## config.mk

```make
export PLATFORM = sky130hd
export DESIGN_NAME = pipe_slice_multi_flat
export DESIGN_NICKNAME = d
export VERILOG_FILES = /design/src/rtl/pipe_slice_pkg.sv /design/src/rtl/pipe_slice_multi_if.sv /design/src/rtl/pipe_slice_stage.sv /design/src/rtl/pipe_slice_multi.sv /design/src/flat_wrapper.sv
export SDC_FILE = /design/constraint.sdc
export NUM_CORES = 1
export LEC_CHECK = 0
export ABC_AREA = 1
export BUFFER_PORTS_ARGS = -buffer_cell sky130_fd_sc_hd__clkbuf_2
export CORE_MARGIN = 2
export CORE_UTILIZATION = 45
export CTS_BUF_LIST = sky130_fd_sc_hd__clkbuf_4 sky130_fd_sc_hd__clkbuf_8
export DETAILED_ROUTE_END_ITERATION = 10
export PLACE_DENSITY = 0.62
export SETUP_SLACK_MARGIN = 0.05
export SLEW_MARGIN = 10
export SYNTH_ARGS = -nofsm -noshare
export SYNTH_HDL_FRONTEND = slang
export SYNTH_SLANG_ARGS = --single-unit
```

## constraint.sdc

```tcl
create_clock -name clk -period 12.5 [get_ports clk]
set_input_delay 2.5 -clock clk [delete_from_list [all_inputs] [get_ports clk]]
set_output_delay 2.5 -clock clk [all_outputs]
set_load 0.02 [all_outputs]
```

## src/rtl/pipe_slice_pkg.sv

```systemverilog
// pipe_slice_pkg: shared types for the pipe_slice_multi register slice.
// Exports psm_mode_t and psm_cap() (beats held per stage for a mode).
package pipe_slice_pkg;

  typedef enum logic [1:0] {
    PSM_BYPASS,
    PSM_HALF,
    PSM_FULL
  } psm_mode_t;

  function automatic int psm_cap(psm_mode_t m);
    case (m)
      PSM_FULL: return 2;
      PSM_HALF: return 1;
      default:  return 0;
    endcase
  endfunction

endpackage

```

## src/rtl/pipe_slice_multi_if.sv

```systemverilog
// pipe_slice_multi_if: upstream din/valid/ready and downstream dout/valid/ready.
// slave = the slice (consumes din, produces dout); master = its environment.
interface pipe_slice_multi_if #(
  parameter int SIZE = 64
);
  logic [SIZE-1:0] din;
  logic            din_vld;
  logic            din_rdy;
  logic [SIZE-1:0] dout;
  logic            dout_vld;
  logic            dout_rdy;

  modport master (
    output din, din_vld, dout_rdy,
    input  din_rdy, dout, dout_vld
  );

  modport slave (
    input  din, din_vld, dout_rdy,
    output din_rdy, dout, dout_vld
  );
endinterface

```

## src/rtl/pipe_slice_stage.sv

```systemverilog
// pipe_slice_stage: one valid/ready slice, FULL (main+skid) or HALF (1 reg).
// Ports: clk, rst, in_data/in_vld/in_rdy upstream, out_* downstream.
module pipe_slice_stage
  import pipe_slice_pkg::*;
#(
  parameter int        SIZE = 64,
  parameter psm_mode_t MODE = PSM_FULL
) (
  input  logic            clk,
  input  logic            rst,
  input  logic [SIZE-1:0] in_data,
  input  logic            in_vld,
  output logic            in_rdy,
  output logic [SIZE-1:0] out_data,
  output logic            out_vld,
  input  logic            out_rdy
);

  logic            main_vld_q, main_vld_d;
  logic [SIZE-1:0] main_q, main_d;
  logic            skid_vld_q, skid_vld_d;
  logic [SIZE-1:0] skid_q, skid_d;
  logic            in_fire;

  // Ready comes from flops only; rst gating keeps it low in reset
  // and lets it rise as soon as reset releases.
  if (MODE == PSM_FULL) begin : g_rdy_full
    assign in_rdy = ~rst & ~skid_vld_q;
  end else begin : g_rdy_half
    assign in_rdy = ~rst & ~main_vld_q;
  end

  assign in_fire  = in_vld & in_rdy;
  assign out_vld  = main_vld_q;
  assign out_data = main_q;

  always_comb begin
    main_vld_d = main_vld_q;
    main_d     = main_q;
    skid_vld_d = skid_vld_q;
    skid_d     = skid_q;
    if (MODE == PSM_FULL) begin
      if (skid_vld_q) begin
        // in_rdy is low here, only drain
        if (out_rdy) begin
          main_d     = skid_q;
          skid_vld_d = 1'b0;
        end
      end else if (main_vld_q && !out_rdy) begin
        if (in_fire) begin
          skid_d     = in_data;
          skid_vld_d = 1'b1;
        end
      end else begin
        // main empty or draining: reload it
        main_vld_d = in_fire;
        if (in_fire) main_d = in_data;
      end
    end else begin
      if (in_fire) begin
        main_vld_d = 1'b1;
        main_d     = in_data;
      end else if (main_vld_q && out_rdy) begin
        main_vld_d = 1'b0;
      end
    end
  end

  always_ff @(posedge clk or posedge rst) begin
    if (rst) begin
      main_vld_q <= 1'b0;
      main_q     <= '0;
      skid_vld_q <= 1'b0;
      skid_q     <= '0;
    end else begin
      main_vld_q <= main_vld_d;
      main_q     <= main_d;
      skid_vld_q <= skid_vld_d;
      skid_q     <= skid_d;
    end
  end

endmodule

```

## src/rtl/pipe_slice_multi.sv

```systemverilog
// pipe_slice_multi: N_STAGE chained valid/ready slices, or bypass wiring.
// Ports: clk, rst, bus (slave: din/dout handshakes), level (beats held).
module pipe_slice_multi
  import pipe_slice_pkg::*;
#(
  parameter int        SIZE    = 64,
  parameter int        N_STAGE = 2,
  parameter psm_mode_t MODE    = PSM_FULL,
  parameter int        LVL_W   =
    $clog2(psm_cap(PSM_FULL) * N_STAGE + 1)
) (
  input  logic              clk,
  input  logic              rst,
  pipe_slice_multi_if.slave bus,
  output logic [LVL_W-1:0]  level
);

  logic [LVL_W-1:0] level_q, level_d;
  logic             in_fire;
  logic             out_fire;

  if (MODE == PSM_BYPASS) begin : g_byp
    assign bus.dout     = rst ? '0 : bus.din;
    assign bus.dout_vld = ~rst & bus.din_vld;
    assign bus.din_rdy  = ~rst & bus.dout_rdy;
  end else begin : g_chain
    logic [SIZE-1:0] d_s [N_STAGE+1];
    logic [N_STAGE:0] v_s;
    logic [N_STAGE:0] r_s;

    assign d_s[0]       = bus.din;
    assign v_s[0]       = bus.din_vld;
    assign bus.din_rdy  = r_s[0];
    assign bus.dout     = d_s[N_STAGE];
    assign bus.dout_vld = v_s[N_STAGE];
    assign r_s[N_STAGE] = bus.dout_rdy;

    for (genvar i = 0; i < N_STAGE; i++) begin : g_stage
      pipe_slice_stage #(
        .SIZE (SIZE),
        .MODE (MODE)
      ) u_stage (
        .clk      (clk),
        .rst      (rst),
        .in_data  (d_s[i]),
        .in_vld   (v_s[i]),
        .in_rdy   (r_s[i]),
        .out_data (d_s[i+1]),
        .out_vld  (v_s[i+1]),
        .out_rdy  (r_s[i+1])
      );
    end
  end

  assign in_fire  = bus.din_vld & bus.din_rdy;
  assign out_fire = bus.dout_vld & bus.dout_rdy;

  always_comb begin
    level_d = level_q;
    if (MODE != PSM_BYPASS) begin
      case ({in_fire, out_fire})
        2'b10:   level_d = level_q + LVL_W'(1);
        2'b01:   level_d = level_q - LVL_W'(1);
        default: level_d = level_q;
      endcase
    end
  end

  always_ff @(posedge clk or posedge rst) begin
    if (rst) level_q <= '0;
    else     level_q <= level_d;
  end

  assign level = level_q;

endmodule

```

## src/flat_wrapper.sv

```systemverilog
// flat-port wrapper written by rule: the top's interface ports become plain ports
module pipe_slice_multi_flat import pipe_slice_pkg::*;
#(
  parameter int        SIZE    = 64,
  parameter int        N_STAGE = 2,
  parameter psm_mode_t MODE    = PSM_FULL,
  parameter int        LVL_W   =
    $clog2(psm_cap(PSM_FULL) * N_STAGE + 1)
)
  (clk, rst, level, bus_din, bus_din_vld, bus_dout_rdy, bus_din_rdy, bus_dout, bus_dout_vld);
  pipe_slice_multi_if #(.SIZE(SIZE)) bus_i ();
  input  logic clk;
  input  logic rst;
  output logic [LVL_W-1:0] level;
  input wire logic [$bits(bus_i.din)-1:0] bus_din;
  input wire logic [$bits(bus_i.din_vld)-1:0] bus_din_vld;
  input wire logic [$bits(bus_i.dout_rdy)-1:0] bus_dout_rdy;
  output wire logic [$bits(bus_i.din_rdy)-1:0] bus_din_rdy;
  output wire logic [$bits(bus_i.dout)-1:0] bus_dout;
  output wire logic [$bits(bus_i.dout_vld)-1:0] bus_dout_vld;
  assign bus_i.din = bus_din;
  assign bus_i.din_vld = bus_din_vld;
  assign bus_i.dout_rdy = bus_dout_rdy;
  assign bus_din_rdy = bus_i.din_rdy;
  assign bus_dout = bus_i.dout;
  assign bus_dout_vld = bus_i.dout_vld;
  pipe_slice_multi #(.SIZE(SIZE), .N_STAGE(N_STAGE), .MODE(MODE), .LVL_W(LVL_W)) u_core (.clk(clk), .rst(rst), .bus(bus_i), .level(level));
endmodule
```

==> summary.md <==
| Metric | Value |
|---|---|
| Status | finished clean |
| Worst EP arrival | 3.75 ns |
| Fmax | 160.0 MHz |
| Slew headroom | 29.76% |
| Vias | 9990 |
| Syn_nets | 1646 |
| Cells after synthesis | 1576 |
| Pre-CTS setup slack | 6.143 ns |
| Core Util, Final | 50.79% |
| Initial Utilization | 46.10% |
| Post-Syn Area | 0.01249 mm^2 |
| Clk Latency, worst-skew pair | 0.55 ns |
| Post-CTS Resized | 0 |
| Switching share of power | 35.19% |
| Tot Pwr | 3.020 mW |
| Register area share after synthesis | 52.67% |
| Setup CP Type | input port to primary output |
| Worst endpoint required time | 10.00 ns |
| CTS Buf Count | 46 |
| Ant diodes | 0 |
| Post-route setup slack | 6.250 ns |
| Pwr Density | 219.4 mW/mm^2 |
| I/O pins | 137 |
| Placed insts | 1920 |
| Final setup viols | 0 |
| DRT iter0 DRCs | 889 |
| Final hold viol count | 0 |
| Yosys warns | 0 |
| P_sw | 1.063 mW |
| Period utilisation layout | 50.00% |
| Post-synth top area share | 52.67% |
| Hold WC Path Type | flip-flop to flip-flop |
| Gate power share | 27.2% |
| TritonRoute pass-1 iters | 5 |
| Final hold slack | 0.4678 ns |
| Crit Path Max Fanout | 117 |
| Finished Layout Cells | 2002 |
| Mapped Avg Cell Area | 7.928 um^2 |
| Input/output buffers | 136 |
| Netlist cell types | 21 |
| Worst-path cell chain | clkbuf_2 > inv_8 > nand2_1 > inv_1 > clkbuf_2 |
| Total Routing Usage GR | 21.72% |
| Width of the die | 170.6 um |
| Total negative slack | 0 ns |
| Post-CTS Setup Repair Bufs | 0 |
| Max clock buf depth | 3 |
| Area Growth Syn to Fin | 10.17% |
| CP endpoint kind | primary output |
| Post-DP HPWL | 17220 um |
| Total gr overflow | 0 |
| Cts hold-fix bufs | 0 |
| Worst-margin pin slew | 1.054 ns |
| Final #Nets | 1666 |
| Layout cell share with drive strength beyond 1 | 15.46% |
| Final Cell Area | 0.01377 mm^2 |
| Vias per Instance | 4.990 |
| Area of the multi-input gates | 0.004653 mm^2 |
| Clock sink count | 263 |
| Die height | 170.6 um |
| Register area | 0.006586 mm^2 |
| Critical Path Max Stage Delay | 0.57 ns |
| Critical Path Slowest Stage Cell | inv_8 |
| Htree depth | 2 |
| Root buffer cell | clkbuf_8 |
| Sequential power share | 45.8% |
| Layout Skew | 0.02330 ns |
| Initial antenna violation count | 0 |
| DRC violations left | 0 |
| Number of max-cap violations | 0 |
| Rows | 60 |
| Area of the die | 0.02911 mm^2 |
| Cell taking the most area after synthesis | dfrtp_1 |
| Vias in the first global route | 9550 |
| Wirelength per Cell | 15.38 um |
| Leak Pwr | 7.384 nW |
| # fillers | 2675 |
| Maximum vdd drop | 0.00008343 V |
| Final ANT Viol Nets | 0 |
| Pint | 1.957 mW |
| Global-route wire length before repair | 50770 um |
| Core box area | 0.02710 mm^2 |
| Clk network pwr share | 27.0% |
| Max-slew violation count | 0 |
| CTS tree | done |
| RSZ-0062 raised after global routing | false |
| Clk pin slew, worst setup/hold paths | 0.05 ns |
| Top post-synthesis cells by area | dfrtp_1 53%, nand2_1 20%, nand3_1 7.8%, buf_4 4.0%, nand4_1 3.2% |
| Tmin final | 6.250 ns |
| Largest net degree at the start of global routing | 118 |
| Crit start category | input port |
| FF+latch count, synth | 263 |
| Post-Route WL | 30790 um |
| GPL Wtd Cong | 0.7561 |
| Most used cell, CP | clkbuf_2 |
| Placed cell area | 0.01280 mm^2 |
[cells by family (layout without fill, tap and decap cells)]
kind of cell / count (synthesis) / in the layout / synth area share, %
simple gates: 921 / 921 / 31.13
flops: 263 / 263 / 52.67
buf+inv: 256 / 310 / 10.48
compound gates: 132 / 132 / 5.307
fa+ha+maj: 2 / 2 / 0.2604
xor+xnor: 2 / 2 / 0.1402
[state kept, by name, summed over array words and instances (netlist names)]
signal	count
u_core.level	3
u_core.g_chain.g_stage.u_stage.skid_q	128
u_core.g_chain.g_stage.u_stage.out_vld	2
u_core.g_chain.g_stage.u_stage.out_data	128
u_core.g_chain.g_stage.u_stage.skid_vld_q	2
[power by group through the flow]
| stage | logic (mW) | clock network, mW | registers, mW |
|---|---|---|---|
| global route | 0.941 | 0.875 | 1.43 |
| global placement | 0.813 | 0 | 1.39 |
| CTS | 0.833 | 0.835 | 1.38 |
| finish | 0.821 | 0.816 | 1.38 |
| detailed placement | 0.830 | 0 | 1.40 |
| floorplan | 0.748 | 0 | 1.35 |
[layout make-up]
cell class	count	share of cell area, %
clock inverter	2	0.07271
sequential	263	47.85
multi-input combinational	1057	33.80
clock buffer	80	6.953
timing repair buffer	152	5.817
inverter	76	2.127
tap	372	3.381
[synthesized netlist by cell type]
master    count
clkbuf_1     32
nand4_1      64
nor2_2        1
nand2_2       2
fa_1          1
inv_2         3
ha_1          1
o21ai_0      71
nand4_2       1
nand3_1     194
buf_2        78
inv_1        73
nand3_2       1
o21bai_1      1
nand2_1     657
nor2_4        1
o21ai_1      60
xnor2_1       2
dfrtp_1     263
buf_4        67
buf_1         3
[final timing paths]
path | from | to | depth (start not counted) | slack (ns)
max | rst | bus_din_rdy | 5 | 6.25
min | u_core.g_chain.g_stage[0].u_stage.skid_q[28] | u_core.g_chain.g_stage[0].u_stage.skid_q[28] | 2 | 0.47
max reg2reg | u_core.g_chain.g_stage[1].u_stage.skid_vld_q | u_core.g_chain.g_stage[1].u_stage.out_data[13] | 6 | 9.20
min reg2reg | u_core.g_chain.g_stage[0].u_stage.skid_q[28] | u_core.g_chain.g_stage[0].u_stage.skid_q[28] | 2 | 0.47
max in group asynchronous | rst | u_core.g_chain.g_stage[0].u_stage.out_data[30] | 3 | 8.64
min in group asynchronous | rst | u_core.g_chain.g_stage[1].u_stage.out_vld | 2 | 2.17
[critical path, delay by kind of cell]
family,cells,cell delay (ns)
buffers and inverters,4,1.02
and+or+nand+nor,1,0.24
[per-layer routing]
| layer | vias up | share of wire (%) | wire (um) | global-route usage [%] |
|---|---|---|---|---|
| li1 | 5043 | - | - | - |
| met1 | 4632 | 47 | 14370 | 29.89 |
| met2 | 258 | 46 | 14080 | 35.01 |
| met3 | 57 | 4.8 | 1473 | 3.354 |
| met4 | 0 | 2.8 | 869 | 7.767 |
| met5 | - | 0 | 0 | 0 |
[placed cells by master (no fill, tap or decap), types with 2 or more instances in the layout]
cell,synthesis,routed
buf_4,67,16
clkbuf_2,0,136
clkbuf_4,0,23
clkbuf_8,0,57
clkinv_2,0,2
dfrtp_1,263,261
inv_1,73,73
inv_2,3,2
nand2_1,657,652
nand2_2,2,7
nand3_1,194,193
nand4_1,64,64
nor2_4,1,2
o21ai_0,71,71
o21ai_1,60,60
xnor2_1,2,2
Note: power is estimated with default switching activity, not from simulation.
